`src/rtl/mux_scan_ctrl_if.sv`:
```
// Bus between the scan sequencer and its environment: scan control, mux select/data
// and the tagged sample output register.
interface mux_scan_ctrl_if #(
    parameter int NUM_CH = 31,
    parameter int DATA_W = 8,
    parameter int SEL_W  = 5
);
    logic              start;
    logic              stop;
    logic              cont;
    logic [NUM_CH-1:0] chan_mask;
    logic [SEL_W-1:0]  sel;
    logic [DATA_W-1:0] mux_out;
    logic [DATA_W-1:0] data_out;
    logic [SEL_W-1:0]  data_chan;
    logic              data_valid;
    logic              data_ready;
    logic              busy;
    logic              done;

    // A sample transfers on a rising edge where data_valid && data_ready; data_valid never
    // drops and data_out/data_chan never change while a sample waits for data_ready.
    modport master (
        input  start, stop, cont, chan_mask, mux_out, data_ready,
        output sel, data_out, data_chan, data_valid, busy, done
    );

    modport slave (
        output start, stop, cont, chan_mask, mux_out, data_ready,
        input  sel, data_out, data_chan, data_valid, busy, done
    );
endinterface

```
`src/rtl/mux_scan_ctrl.sv`:
```
// Scan sequencer for the channel mux: steps sel through the enabled channels and captures
// each mux sample, tagged with its channel, into a one-entry valid/ready output register.
module mux_scan_ctrl #(
    parameter int NUM_CH = 31,
    parameter int DATA_W = 8,
    parameter int SEL_W  = 5
) (
    input  logic             clk,
    input  logic             rst_n,
    mux_scan_ctrl_if.master  scan_if,
    output logic [1:0]       state_o
);

    localparam logic [1:0] ST_IDLE  = 2'd0;
    localparam logic [1:0] ST_SCAN  = 2'd1;
    localparam logic [1:0] ST_DRAIN = 2'd2;

    logic [1:0]        state_q, state_d;
    logic [NUM_CH-1:0] mask_q, mask_d;
    logic              cont_q, cont_d;
    logic [SEL_W-1:0]  sel_q, sel_d;
    logic [DATA_W-1:0] data_q, data_d;
    logic [SEL_W-1:0]  chan_q, chan_d;
    logic              valid_q, valid_d;
    logic              done_q, done_d;

    logic              free_slot;
    logic              capture;
    logic [SEL_W-1:0]  start_idx;
    logic [SEL_W-1:0]  wrap_idx;
    logic [SEL_W-1:0]  next_idx;
    logic              next_found;

    assign free_slot = !valid_q || scan_if.data_ready;

    // Downward scans with last-hit-wins yield the lowest qualifying index.
    always_comb begin
        start_idx  = '0;
        wrap_idx   = '0;
        next_idx   = '0;
        next_found = 1'b0;
        for (int i = NUM_CH - 1; i >= 0; i--) begin
            if (scan_if.chan_mask[i]) begin
                start_idx = SEL_W'(i);
            end
            if (mask_q[i]) begin
                wrap_idx = SEL_W'(i);
            end
            if (mask_q[i] && (i > int'(sel_q))) begin
                next_idx   = SEL_W'(i);
                next_found = 1'b1;
            end
        end
    end

    always_comb begin
        state_d = state_q;
        mask_d  = mask_q;
        cont_d  = cont_q;
        sel_d   = sel_q;
        done_d  = 1'b0;
        capture = 1'b0;
        case (state_q)
            ST_IDLE: begin
                if (scan_if.start) begin
                    if (|scan_if.chan_mask) begin
                        state_d = ST_SCAN;
                        mask_d  = scan_if.chan_mask;
                        cont_d  = scan_if.cont;
                        sel_d   = start_idx;
                    end else begin
                        done_d = 1'b1;
                    end
                end
            end
            ST_SCAN: begin
                // stop wins over a capture in the same cycle.
                if (scan_if.stop) begin
                    state_d = ST_DRAIN;
                end else if (free_slot) begin
                    capture = 1'b1;
                    if (next_found) begin
                        sel_d = next_idx;
                    end else if (cont_q) begin
                        sel_d = wrap_idx;
                    end else begin
                        state_d = ST_DRAIN;
                    end
                end
            end
            ST_DRAIN: begin
                if (!valid_q || scan_if.data_ready) begin
                    state_d = ST_IDLE;
                    done_d  = 1'b1;
                end
            end
            default: begin
                state_d = ST_IDLE;
            end
        endcase
    end

    always_comb begin
        data_d  = data_q;
        chan_d  = chan_q;
        valid_d = valid_q;
        if (capture) begin
            data_d  = scan_if.mux_out;
            chan_d  = sel_q;
            valid_d = 1'b1;
        end else if (valid_q && scan_if.data_ready) begin
            valid_d = 1'b0;
        end
    end

    always_ff @(posedge clk) begin
        if (!rst_n) begin
            state_q <= ST_IDLE;
            mask_q  <= '0;
            cont_q  <= 1'b0;
            sel_q   <= '0;
            data_q  <= '0;
            chan_q  <= '0;
            valid_q <= 1'b0;
            done_q  <= 1'b0;
        end else begin
            state_q <= state_d;
            mask_q  <= mask_d;
            cont_q  <= cont_d;
            sel_q   <= sel_d;
            data_q  <= data_d;
            chan_q  <= chan_d;
            valid_q <= valid_d;
            done_q  <= done_d;
        end
    end

    assign scan_if.sel        = sel_q;
    assign scan_if.data_out   = data_q;
    assign scan_if.data_chan  = chan_q;
    assign scan_if.data_valid = valid_q;
    assign scan_if.busy       = (state_q != ST_IDLE);
    assign scan_if.done       = done_q;
    assign state_o            = state_q;

endmodule

```
`src/flat_wrapper.sv`:
```
// flat-port wrapper written by rule: the top's interface ports become plain ports
module mux_scan_ctrl_flat 
#(
    parameter int NUM_CH = 31,
    parameter int DATA_W = 8,
    parameter int SEL_W  = 5
)
  (clk, rst_n, state_o, scan_if_start, scan_if_stop, scan_if_cont, scan_if_chan_mask, scan_if_mux_out, scan_if_data_ready, scan_if_sel, scan_if_data_out, scan_if_data_chan, scan_if_data_valid, scan_if_busy, scan_if_done);
  mux_scan_ctrl_if #(.NUM_CH(NUM_CH), .DATA_W(DATA_W), .SEL_W(SEL_W)) scan_if_i ();
  input  logic clk;
  input  logic rst_n;
  output logic [1:0] state_o;
  input wire logic [$bits(scan_if_i.start)-1:0] scan_if_start;
  input wire logic [$bits(scan_if_i.stop)-1:0] scan_if_stop;
  input wire logic [$bits(scan_if_i.cont)-1:0] scan_if_cont;
  input wire logic [$bits(scan_if_i.chan_mask)-1:0] scan_if_chan_mask;
  input wire logic [$bits(scan_if_i.mux_out)-1:0] scan_if_mux_out;
  input wire logic [$bits(scan_if_i.data_ready)-1:0] scan_if_data_ready;
  output wire logic [$bits(scan_if_i.sel)-1:0] scan_if_sel;
  output wire logic [$bits(scan_if_i.data_out)-1:0] scan_if_data_out;
  output wire logic [$bits(scan_if_i.data_chan)-1:0] scan_if_data_chan;
  output wire logic [$bits(scan_if_i.data_valid)-1:0] scan_if_data_valid;
  output wire logic [$bits(scan_if_i.busy)-1:0] scan_if_busy;
  output wire logic [$bits(scan_if_i.done)-1:0] scan_if_done;
  assign scan_if_i.start = scan_if_start;
  assign scan_if_i.stop = scan_if_stop;
  assign scan_if_i.cont = scan_if_cont;
  assign scan_if_i.chan_mask = scan_if_chan_mask;
  assign scan_if_i.mux_out = scan_if_mux_out;
  assign scan_if_i.data_ready = scan_if_data_ready;
  assign scan_if_sel = scan_if_i.sel;
  assign scan_if_data_out = scan_if_i.data_out;
  assign scan_if_data_chan = scan_if_i.data_chan;
  assign scan_if_data_valid = scan_if_i.data_valid;
  assign scan_if_busy = scan_if_i.busy;
  assign scan_if_done = scan_if_i.done;
  mux_scan_ctrl #(.NUM_CH(NUM_CH), .DATA_W(DATA_W), .SEL_W(SEL_W)) u_core (.clk(clk), .rst_n(rst_n), .scan_if(scan_if_i), .state_o(state_o));
endmodule
```
`config.mk`:
```
export PLATFORM = sky130hd
export DESIGN_NAME = mux_scan_ctrl_flat
export DESIGN_NICKNAME = d
export VERILOG_FILES = /design/src/rtl/mux_scan_ctrl_if.sv /design/src/rtl/mux_scan_ctrl.sv /design/src/flat_wrapper.sv
export SDC_FILE = /design/constraint.sdc
export NUM_CORES = 1
export LEC_CHECK = 0
export ABC_AREA = 1
export BUFFER_PORTS_ARGS = -buffer_cell sky130_fd_sc_hd__buf_4
export CELL_PAD_IN_SITES_DETAIL_PLACEMENT = 1
export CELL_PAD_IN_SITES_GLOBAL_PLACEMENT = 1
export CORE_MARGIN = 2
export CORE_UTILIZATION = 41
export CTS_CLUSTER_DIAMETER = 50
export CTS_CLUSTER_SIZE = 10
export DETAILED_ROUTE_END_ITERATION = 6
export MAX_ROUTING_LAYER = met4
export PLACE_DENSITY_LB_ADDON = 0.1
export SLEW_MARGIN = 0
export SYNTH_ARGS = -nofsm -noshare
export SYNTH_HDL_FRONTEND = slang
export SYNTH_SLANG_ARGS = --single-unit
```
`constraint.sdc`:
```
create_clock -name clk -period 7.4 [get_ports clk]
set_clock_uncertainty 0.2 [all_clocks]
set_input_delay 1.48 -clock clk [delete_from_list [all_inputs] [get_ports clk]]
set_output_delay 1.48 -clock clk [all_outputs]
set_load 0.05 [all_outputs]
```
[Yosys cells after proc, flatten, opt, wreduce, memory -nomap -nowiden]
Index checks and enable logic that the tools add are counted.
Operators by class
  order comparisons: 30
  equality and inequality tests: 11
  mux-type cells: 145
  reductions and logical operators: 41
Operators with widths (count)
  two-way mux 5 bit: 98
  > comparator 5 bit (first input constant): 15
  > comparator 4 x 5 -> 1 bit (first input constant): 8
  two-way mux 1 bit: 37
  logical AND 1 bit: 31
  OR reduction 31 bit: 1
  > comparator 3 x 5 -> 1 bit (first input constant): 4
  two-way mux 2 bit: 7
  AND reduction 6 bit: 2
  > comparator 2 x 5 -> 1 bit (first input constant): 2
  one-hot mux 5 bit (2 select lines): 1
  inequality test 2 x 1 -> 1 bit (second input constant): 3
  inequality test 3 bit (second input constant): 2
  one-hot mux 2 bit (3 select lines): 1
  nonzero test 2 bit: 3
  > comparator 1 x 5 -> 1 bit (first input constant): 1
  inequality test 2 bit (second input constant): 2
  inequality test 3 x 1 -> 1 bit (second input constant): 1
  inequality test 3 x 2 -> 1 bit (second input constant): 1
  AND reduction 3 bit: 1
  == test 2 x 1 -> 1 bit (second input constant): 1
  == test 2 bit (second input constant): 1
  logical NOT 2 bit: 1
  one-hot mux 1 bit (2 select lines): 1
  2 further kinds: 2
Storage, ports and cells
  bits in registers: 54
  output and inout bits: 23
  word-level logic and storage cells: 235

[Depth between registers and ports, before layout]
Gate-level depths: netlist of the first run.
  word-level depth: 36
  depth in mapped cells: 33
  mapped depth without buffers: 33

[Least setup slack after synthesis of the first run]
No wires, ideal clock.
  path type: input to register
  start: input scan_if_chan_mask[24]
  end: register u_core.mask_q[10]
  setup time: 0.119 ns
  arrival: 2.960 ns
  data required time: 7.081 ns
  path slack: 4.121 ns
  cell stages on the path: 11
  buffers on the path: 1
  cell sequence: nor4_1 -> nand2_1 -> nor3_1 -> nand3_1 -> a21oi_1 -> a31oi_1 -> nand2_2 -> nor2_8 -> buf_6 -> o21ai_0 -> a21oi_1
On the way
  cells in the longest elaborated chain, start to end: 2
Ends and longest elaborated chain
  start: declaration: RTL line flat_wrapper.sv:16  | input wire logic [$bits(scan_if_i.chan_mask)-1:0] scan_if_chan_mask;
  OR reduction 31 bit: RTL line mux_scan_ctrl.sv:66  | if (|scan_if.chan_mask) begin
  AND reduction 3 bit (no line)
  end signal: assignment: RTL line mux_scan_ctrl.sv:128  | mask_q <= mask_d;
  end: declaration: RTL line mux_scan_ctrl.sv:19  | logic [NUM_CH-1:0] mask_q, mask_d;
No other way between the ends.
A chain may end at the register's enable or synchronous reset.

==> impl_metrics.prom, run 1 <==
# TYPE chip_impl_metric gauge
chip_impl_metric{name="vias",unit=""} 3926
chip_impl_metric{name="net-switching-power",unit="uW"} 772
chip_impl_metric{name="proportion_of_power_drawn_by_combinational_gates",unit="%"} 55.4
chip_impl_metric{name="post_drt_wl_per_cell",unit="um"} 15.3
chip_impl_metric{name="cts.path.max_buffers",unit=""} 2
chip_impl_info{name="synthTopCellsByArea",value="dfxtp_1 31%, nand2_1 15%, inv_1 10%"} 1
chip_impl_metric{name="critPathMaxFanout",unit=""} 55
chip_impl_metric{name="syn2layout_area_growth",unit="%"} 18.5
chip_impl_metric{name="gate_count_of_the_mapped_netlist",unit=""} 591
chip_impl_metric{name="required",unit="ns"} 7.42
chip_impl_metric{name="synth_top_area_share",unit="%"} 30.7
chip_impl_metric{name="syn-cell-area",unit="mm^2"} 0.00352
chip_impl_metric{name="ys_seq_elements",unit=""} 54
chip_impl_metric{name="leakage",unit="uW"} 0.00209
chip_impl_info{name="yosys.area.top_type",value="dfxtp_1"} 1
chip_impl_metric{name="design.die.area",unit="mm^2"} 0.00934
chip_impl_metric{name="io-pin-count",unit=""} 68
chip_impl_info{name="crit_path_capture_type",value="register"} 1
chip_impl_metric{name="synth_edf_count",unit=""} 0
chip_impl_metric{name="worst_slew_pin_slew",unit="ns"} 0.653
chip_impl_metric{name="yosysWarningCount",unit=""} 0
chip_impl_metric{name="post_synth.cell_area_avg",unit="um^2"} 5.95
chip_impl_metric{name="clkSlewWorstSetupHoldPaths",unit="ns"} 0.12
chip_impl_metric{name="p_per_area",unit="mW/mm^2"} 362
chip_impl_info{name="rsz_0062_raised_after_global_routing",value="false"} 1
chip_impl_metric{name="insertion_delay",unit="ns"} 0.32
chip_impl_metric{name="clock_sinks",unit=""} 54
chip_impl_metric{name="place_congestion",unit=""} 0.892
chip_impl_metric{name="die-height",unit="um"} 96.6
chip_impl_metric{name="initial_utilization",unit="%"} 42.6
chip_impl_metric{name="share_of_flip_flops_with_an_asynchronous_set_or_reset_after_synthesis",unit="%"} 0
chip_impl_metric{name="std_cell_rows",unit=""} 33
chip_impl_info{name="startpoint_type",value="register"} 1
chip_impl_info{name="clock_tree.root_cell",value="clkbuf_8"} 1
chip_impl_metric{name="via_per_inst",unit=""} 5.19
chip_impl_metric{name="finalCriticalPeriod",unit="ns"} 3.80
chip_impl_metric{name="synth.lib_cells_used.distinct",unit=""} 35
chip_impl_metric{name="layout-drive-gt1-share",unit="%"} 14.3
chip_impl_metric{name="final_net_count",unit=""} 695
chip_impl_info{name="worstSetupPathType",value="reg -> reg"} 1
chip_impl_info{name="worst_hold_path_type",value="reg -> reg"} 1
chip_impl_metric{name="drt-initial-drc-count",unit=""} 109
chip_impl_metric{name="fmaxAchievable",unit="GHz"} 0.263
chip_impl_metric{name="worst-endpoint-arrival",unit="ns"} 3.81
chip_impl_metric{name="hold_ws",unit="ns"} 0.302
chip_impl_metric{name="place_hpwl",unit="um"} 9000
chip_impl_metric{name="post_cts_resize_count",unit=""} 0
chip_impl_metric{name="grt_first_pass_wirelength",unit="um"} 19600
chip_impl_metric{name="n_antenna_cell",unit=""} 0
chip_impl_metric{name="share_clk_of_total_power",unit="%"} 14.5
chip_impl_metric{name="vdd_ir_drop_max",unit="V"} 0.000151
chip_impl_metric{name="minimum_setup_slack_among_reg_to_reg_paths",unit="ns"} 3.60
chip_impl_info{name="run_status",value="finished clean"} 1
chip_impl_info{name="synth_commonest_cells",value="144 x nand2_1, 98 x inv_1, 80 x nor2_1, 60 x a21oi_1, 54 x dfxtp_1"} 1
chip_impl_metric{name="placement.io_buffers",unit=""} 67
chip_impl_metric{name="clock_tree.htree_level_count",unit=""} 2
chip_impl_metric{name="grt_antenna_before_repair",unit=""} 0
chip_impl_metric{name="power.sequential.fraction",unit="%"} 30.1
chip_impl_metric{name="postRouteAntennaNets",unit=""} 0
chip_impl_metric{name="routed_wl",unit="um"} 11500
chip_impl_metric{name="cts_post_setup_buffers_inserted",unit=""} 0
chip_impl_metric{name="core-area",unit="mm^2"} 0.00826
chip_impl_metric{name="synth.yosys.seq_area_share",unit="%"} 30.7
chip_impl_metric{name="number_of_hold_violations_in_the_final_report",unit=""} 0
chip_impl_metric{name="number_of_buffers_created_by_cts",unit=""} 5
chip_impl_metric{name="first_global_vias",unit=""} 4058
chip_impl_metric{name="post-route-drc-count",unit=""} 0
chip_impl_metric{name="utilization",unit="%"} 50.5
chip_impl_metric{name="grt_start_max_net_pins",unit=""} 56
chip_impl_metric{name="grtUsageTotal",unit="%"} 25.9
chip_impl_metric{name="syn-num-nets",unit=""} 636
chip_impl_metric{name="power_report.internal_total",unit="uW"} 738
chip_impl_metric{name="drv_cap",unit=""} 0
chip_impl_metric{name="holdBufCountCts",unit=""} 0
chip_impl_metric{name="grt_overflow",unit=""} 0
chip_impl_metric{name="slew_hr",unit="%"} 56.5
chip_impl_info{name="synth-main-ff-cell",value="dfxtp_1"} 1
chip_impl_metric{name="swShare",unit="%"} 51.1
chip_impl_info{name="post-synth-top-count-cell",value="nand2_1"} 1
chip_impl_metric{name="final.setup.tns",unit="ns"} 0
chip_impl_metric{name="drt_pass1_iterations",unit=""} 4
chip_impl_metric{name="final-setup-viol-count",unit=""} 0
chip_impl_info{name="cts_tree",value="built"} 1
chip_impl_metric{name="chipWidth",unit="um"} 96.6
chip_impl_metric{name="final_min_period_over_clock_period",unit="%"} 51.3
chip_impl_metric{name="report.final.slew_viol_count",unit=""} 0
logic make-up (layout without fill, tap and decap cells):
kind of cell	Yosys count	in the layout	synth area share, %
AND/OR/NAND/NOR	269	269	31.8
AO/OA/AOI/OAI	147	147	23.3
buffers and inverters	121	181	14.2
flip-flops	54	54	30.7
metrics by stage:
| stage | cell area (um^2) | instances | power [uW] | worst slack (ns) |
|---|---|---|---|---|
| 4_1_cts | 4170 | 756 | 1510 | 3.57 |
| 2_1_floorplan | 3520 | 591 | 1080 | 4.12 |
| 3_5_place_dp | 4050 | 748 | 1290 | 3.35 |
| 6_report | 4170 | 756 | 1510 | 3.60 |
| 5_1_grt | 4170 | 756 | 1660 | 3.33 |
| 3_3_place_gp | 4050 | 748 | 1260 | 3.54 |
cell usage in the layout, fill, tap and decap left out, types with 6 or more instances in the layout:
master,n
inv_2,6
nor3_1,11
nand2_1,144
inv_1,98
a21oi_1,60
o21ai_1,13
nand3_1,16
buf_4,67
o21ai_0,49
nor2_1,80
dfxtp_1,54
state kept, by name, summed over array words and instances (netlist names):
signal	flops
u_core.scan_if.done	1
u_core.state_o	2
u_core.scan_if.data_chan	5
u_core.scan_if.data_out	8
u_core.scan_if.data_valid	1
u_core.scan_if.sel	5
u_core.mask_q	31
u_core.cont_q	1
final timing paths:
| kind | from | to | depth (start not counted) |
|---|---|---|---|
| min reg2reg | u_core.scan_if.data_out[2] | u_core.scan_if.data_out[2] | 2 |
| max | u_core.scan_if.sel[4] | u_core.mask_q[26] | 13 |
| min | u_core.scan_if.data_out[2] | u_core.scan_if.data_out[2] | 2 |
| max reg2reg | u_core.scan_if.sel[4] | u_core.mask_q[26] | 13 |
cell type report:
type / instances / area (um^2)
Sequential cell: 54 / 1080
Fill cell: 1191 / 4090
Clock buffer: 5 / 68.8
Timing Repair Buffer: 67 / 503
Clock inverter: 3 / 47.5
Inverter: 106 / 398
Multi-Input combinational cell: 416 / 1940
Tap cell: 105 / 131
critical path: stages (launching register included):
cell and delay (ns):
dfxtp_1 0.73, inv_2 0.24, nand2_1 0.15, inv_1 0.06, o21ai_1 0.21, nand4_1 0.14, nor4_2 0.39, nand2_2 0.16
o31ai_4 0.25, nand2_2 0.13, nor2_8 0.51, inv_2 0.22, o21ai_0 0.21, a21oi_1 0.06
power by group through the flow:
stage	sequential (uW)	clock, uW	combinational (uW)
after global routing	469	234	953
after CTS	454	225	836
after detailed placement	459	0	829
final	454	219	837
after floorplan	499	0	576
after global placement	457	0	806
routing by layer:
layer  track usage (%)  up-vias  part of all wire, %
li1                  -     2017                    -
met4              5.20        0                  1.1
met5                 -        -                    0
met3              4.19        8                  4.6
met2              43.4       75                   47
met1              33.3     1826                   47
Power figures use the tool's default switching activity.
==> run 2, diff against run 1 <==
--- a/config.mk
+++ b/config.mk
@@ -10,7 +10,7 @@
 export CELL_PAD_IN_SITES_DETAIL_PLACEMENT = 1
 export CELL_PAD_IN_SITES_GLOBAL_PLACEMENT = 1
 export CORE_MARGIN = 2
-export CORE_UTILIZATION = 41
+export CORE_UTILIZATION = 38
 export CTS_CLUSTER_DIAMETER = 50
 export CTS_CLUSTER_SIZE = 10
 export DETAILED_ROUTE_END_ITERATION = 6
==> constraint.sdc (replaced) <==
create_clock -name clk -period 3.6 [get_ports clk]
set_clock_uncertainty 0.2 [all_clocks]
set_input_delay 0.72 -clock clk [delete_from_list [all_inputs] [get_ports clk]]
set_output_delay 0.72 -clock clk [all_outputs]
set_load 0.05 [all_outputs]
==> impl_metrics.prom, run 2 (synthesis results as in run 1) <==
# TYPE chip_impl_metric gauge
chip_impl_metric{name="groute.layer.met2.usage",unit="%"} 42.6
chip_impl_metric{name="clkSlewWorstSetupHoldPaths",unit="ns"} 0.11
chip_impl_metric{name="required",unit="ns"} 3.66
chip_impl_metric{name="chipWidth",unit="um"} 100
chip_impl_metric{name="drv_cap",unit=""} 0
chip_impl_info{name="layout.cells.most_common",value="nand2_1"} 1
chip_impl_metric{name="vdd_ir_drop_max",unit="V"} 0.000290
chip_impl_info{name="worst_hold_path_type",value="reg -> reg"} 1
chip_impl_metric{name="holdBufCountCts",unit=""} 0
chip_impl_metric{name="post-route-drc-count",unit=""} 0
chip_impl_metric{name="worstRegToRegCells",unit=""} 13
chip_impl_info{name="largest-register",value="u_core.mask_q"} 1
chip_impl_metric{name="cts.path.max_buffers",unit=""} 2
chip_impl_metric{name="largest_register_ff_count",unit=""} 31
chip_impl_metric{name="finalCriticalPeriod",unit="ns"} 3.14
chip_impl_info{name="crit_path_capture_type",value="register"} 1
chip_impl_metric{name="initial_utilization",unit="%"} 38.6
chip_impl_metric{name="hold_ws",unit="ns"} 0.301
chip_impl_metric{name="number_of_buffers_created_by_cts",unit=""} 5
chip_impl_info{name="rsz_0062_raised_after_global_routing",value="false"} 1
chip_impl_info{name="cts_tree",value="built"} 1
chip_impl_metric{name="postRouteAntennaNets",unit=""} 0
chip_impl_metric{name="grt_first_pass_wirelength",unit="um"} 20000
chip_impl_info{name="origin_of_the_worst_setup_path",value="u_core.scan_if.sel[1]"} 1
chip_impl_metric{name="clock_sinks",unit=""} 54
chip_impl_metric{name="cell_count_post_placement",unit=""} 760
chip_impl_metric{name="post_route_insts_no_fill",unit=""} 768
chip_impl_info{name="crit-reg2reg-launch",value="u_core.scan_if.sel[1]"} 1
chip_impl_metric{name="design.die.area",unit="mm^2"} 0.0100
chip_impl_info{name="gr-max-usage-layer",value="met2"} 1
chip_impl_metric{name="place_congestion",unit=""} 0.925
chip_impl_metric{name="slew_hr",unit="%"} 58.9
chip_impl_metric{name="via_per_inst",unit=""} 5.24
chip_impl_metric{name="grtUsageTotal",unit="%"} 25.4
chip_impl_metric{name="post_drt_wl_per_cell",unit="um"} 15.4
chip_impl_info{name="min_to",value="u_core.scan_if.data_out[1]"} 1
chip_impl_metric{name="routed_wl",unit="um"} 11800
chip_impl_metric{name="n_antenna_cell",unit=""} 0
chip_impl_info{name="worst_hold_startpoint",value="u_core.scan_if.data_out[1]"} 1
chip_impl_info{name="startpoint_type",value="register"} 1
chip_impl_metric{name="clock_tree.htree_level_count",unit=""} 2
chip_impl_metric{name="final.setup.tns",unit="ns"} 0
chip_impl_metric{name="worst_slew_pin_slew",unit="ns"} 0.614
chip_impl_metric{name="final_net_count",unit=""} 701
chip_impl_metric{name="leakage",unit="uW"} 0.00212
chip_impl_metric{name="fmaxAchievable",unit="GHz"} 0.319
chip_impl_info{name="run_status",value="finished clean"} 1
chip_impl_metric{name="utilization",unit="%"} 46.3
chip_impl_metric{name="p_per_area",unit="mW/mm^2"} 748
chip_impl_metric{name="worst-endpoint-arrival",unit="ns"} 3.20
chip_impl_metric{name="final_min_period_over_clock_period",unit="%"} 87.2
chip_impl_info{name="final_cell_mix",value="144 x nand2_1, 98 x inv_1, 80 x nor2_1"} 1
chip_impl_metric{name="vias",unit=""} 4023
chip_impl_metric{name="grt_overflow",unit=""} 0
chip_impl_metric{name="report.final.slew_viol_count",unit=""} 0
chip_impl_metric{name="grt_antenna_before_repair",unit=""} 0
chip_impl_metric{name="minimum_setup_slack_among_reg_to_reg_paths",unit="ns"} 0.46
chip_impl_metric{name="drt-initial-drc-count",unit=""} 128
chip_impl_metric{name="cts_post_setup_buffers_inserted",unit=""} 0
chip_impl_metric{name="critPathMaxFanout",unit=""} 31
chip_impl_metric{name="layout-drive-gt1-share",unit="%"} 15.1
chip_impl_metric{name="std_cell_rows",unit=""} 35
chip_impl_metric{name="placement.io_buffers",unit=""} 67
chip_impl_metric{name="core-area",unit="mm^2"} 0.00911
chip_impl_metric{name="post_cts_resize_count",unit=""} 0
chip_impl_info{name="clock_tree.root_cell",value="clkbuf_8"} 1
chip_impl_metric{name="syn2layout_area_growth",unit="%"} 20.0
chip_impl_metric{name="drt_pass1_iterations",unit=""} 4
chip_impl_metric{name="final-setup-viol-count",unit=""} 0
chip_impl_metric{name="use_met1",unit="%"} 31.2
chip_impl_metric{name="hold_path_depth",unit=""} 2
chip_impl_info{name="regToRegEndpoint",value="u_core.mask_q[14]"} 1
chip_impl_metric{name="die-height",unit="um"} 100
chip_impl_metric{name="number_of_hold_violations_in_the_final_report",unit=""} 0
chip_impl_metric{name="grt_start_max_net_pins",unit=""} 49
chip_impl_metric{name="insertion_delay",unit="ns"} 0.32
chip_impl_metric{name="place_hpwl",unit="um"} 9370
chip_impl_metric{name="gr-usage-met3",unit="%"} 4.18
chip_impl_metric{name="first_global_vias",unit=""} 4270
chip_impl_metric{name="io-pin-count",unit=""} 68
chip_impl_info{name="worstSetupPathType",value="reg -> reg"} 1
run 2: cell types whose count changed in the layout (fill, tap and decap cells not counted):
cell,delta
buf_4,+6
run 2: worst max path at each step:
stage,endpoint,slack [ns],cells past startpoint
3_5_place_dp,u_core.mask_q[14],0.43,12
4_1_cts,u_core.mask_q[14],0.46,13
2_1_floorplan,u_core.mask_q[0],0.73,15
6_report,u_core.mask_q[14],0.46,13
3_3_place_gp,u_core.cont_q,0.61,12
5_1_grt,u_core.mask_q[15],0.11,13
run 2: layout make-up:
type | count | area, um^2
Fill cell | 1298 | 4890
Sequential cell | 54 | 1080
Tap cell | 111 | 139
Clock buffer | 5 | 68.8
Inverter | 106 | 398
Timing Repair Buffer | 73 | 548
Multi-Input combinational cell | 416 | 1940
Clock inverter | 3 | 47.5
run 2: power breakdown:
| part | total, uW | internal (uW) | switching [uW] | leakage, uW |
|---|---|---|---|---|
| Sequential | 908 | 759 | 149 | 0.000446 |
| Combinational | 1810 | 572 | 1240 | 0.00162 |
| Clock | 441 | 212 | 230 | 0.0000587 |
| Total | 3160 | 1540 | 1620 | 0.00212 |
run 2: per-layer routing:
metal	up-vias	part of all wire, %
li1	2026	-
met1	1876	46
met2	96	48
met3	25	4.1
met4	0	2.2
met5	-	0
run 2: stage by stage:
stage | worst slack [ns] | area (um^2) | power, uW
6_report | 0.462 | 4220 | 3160
5_1_grt | 0.114 | 4220 | 3450
4_1_cts | 0.465 | 4220 | 3170
3_5_place_dp | 0.430 | 4110 | 2700
3_3_place_gp | 0.610 | 4110 | 2660
2_1_floorplan | 0.725 | 3520 | 2210
run 2: worst max-delay path, cell delays in order, from the launching register on:
cell and delay, ns:
dfxtp_1 0.52, nand2_1 0.23, inv_1 0.19, a211oi_1 0.11
nor2_1 0.15, nand2_1 0.11, nor4_2 0.35, nand2_2 0.14
o31ai_4 0.26, nand2_2 0.13, nor2_8 0.11, buf_4 0.29
o21ai_0 0.12, a21oi_1 0.14
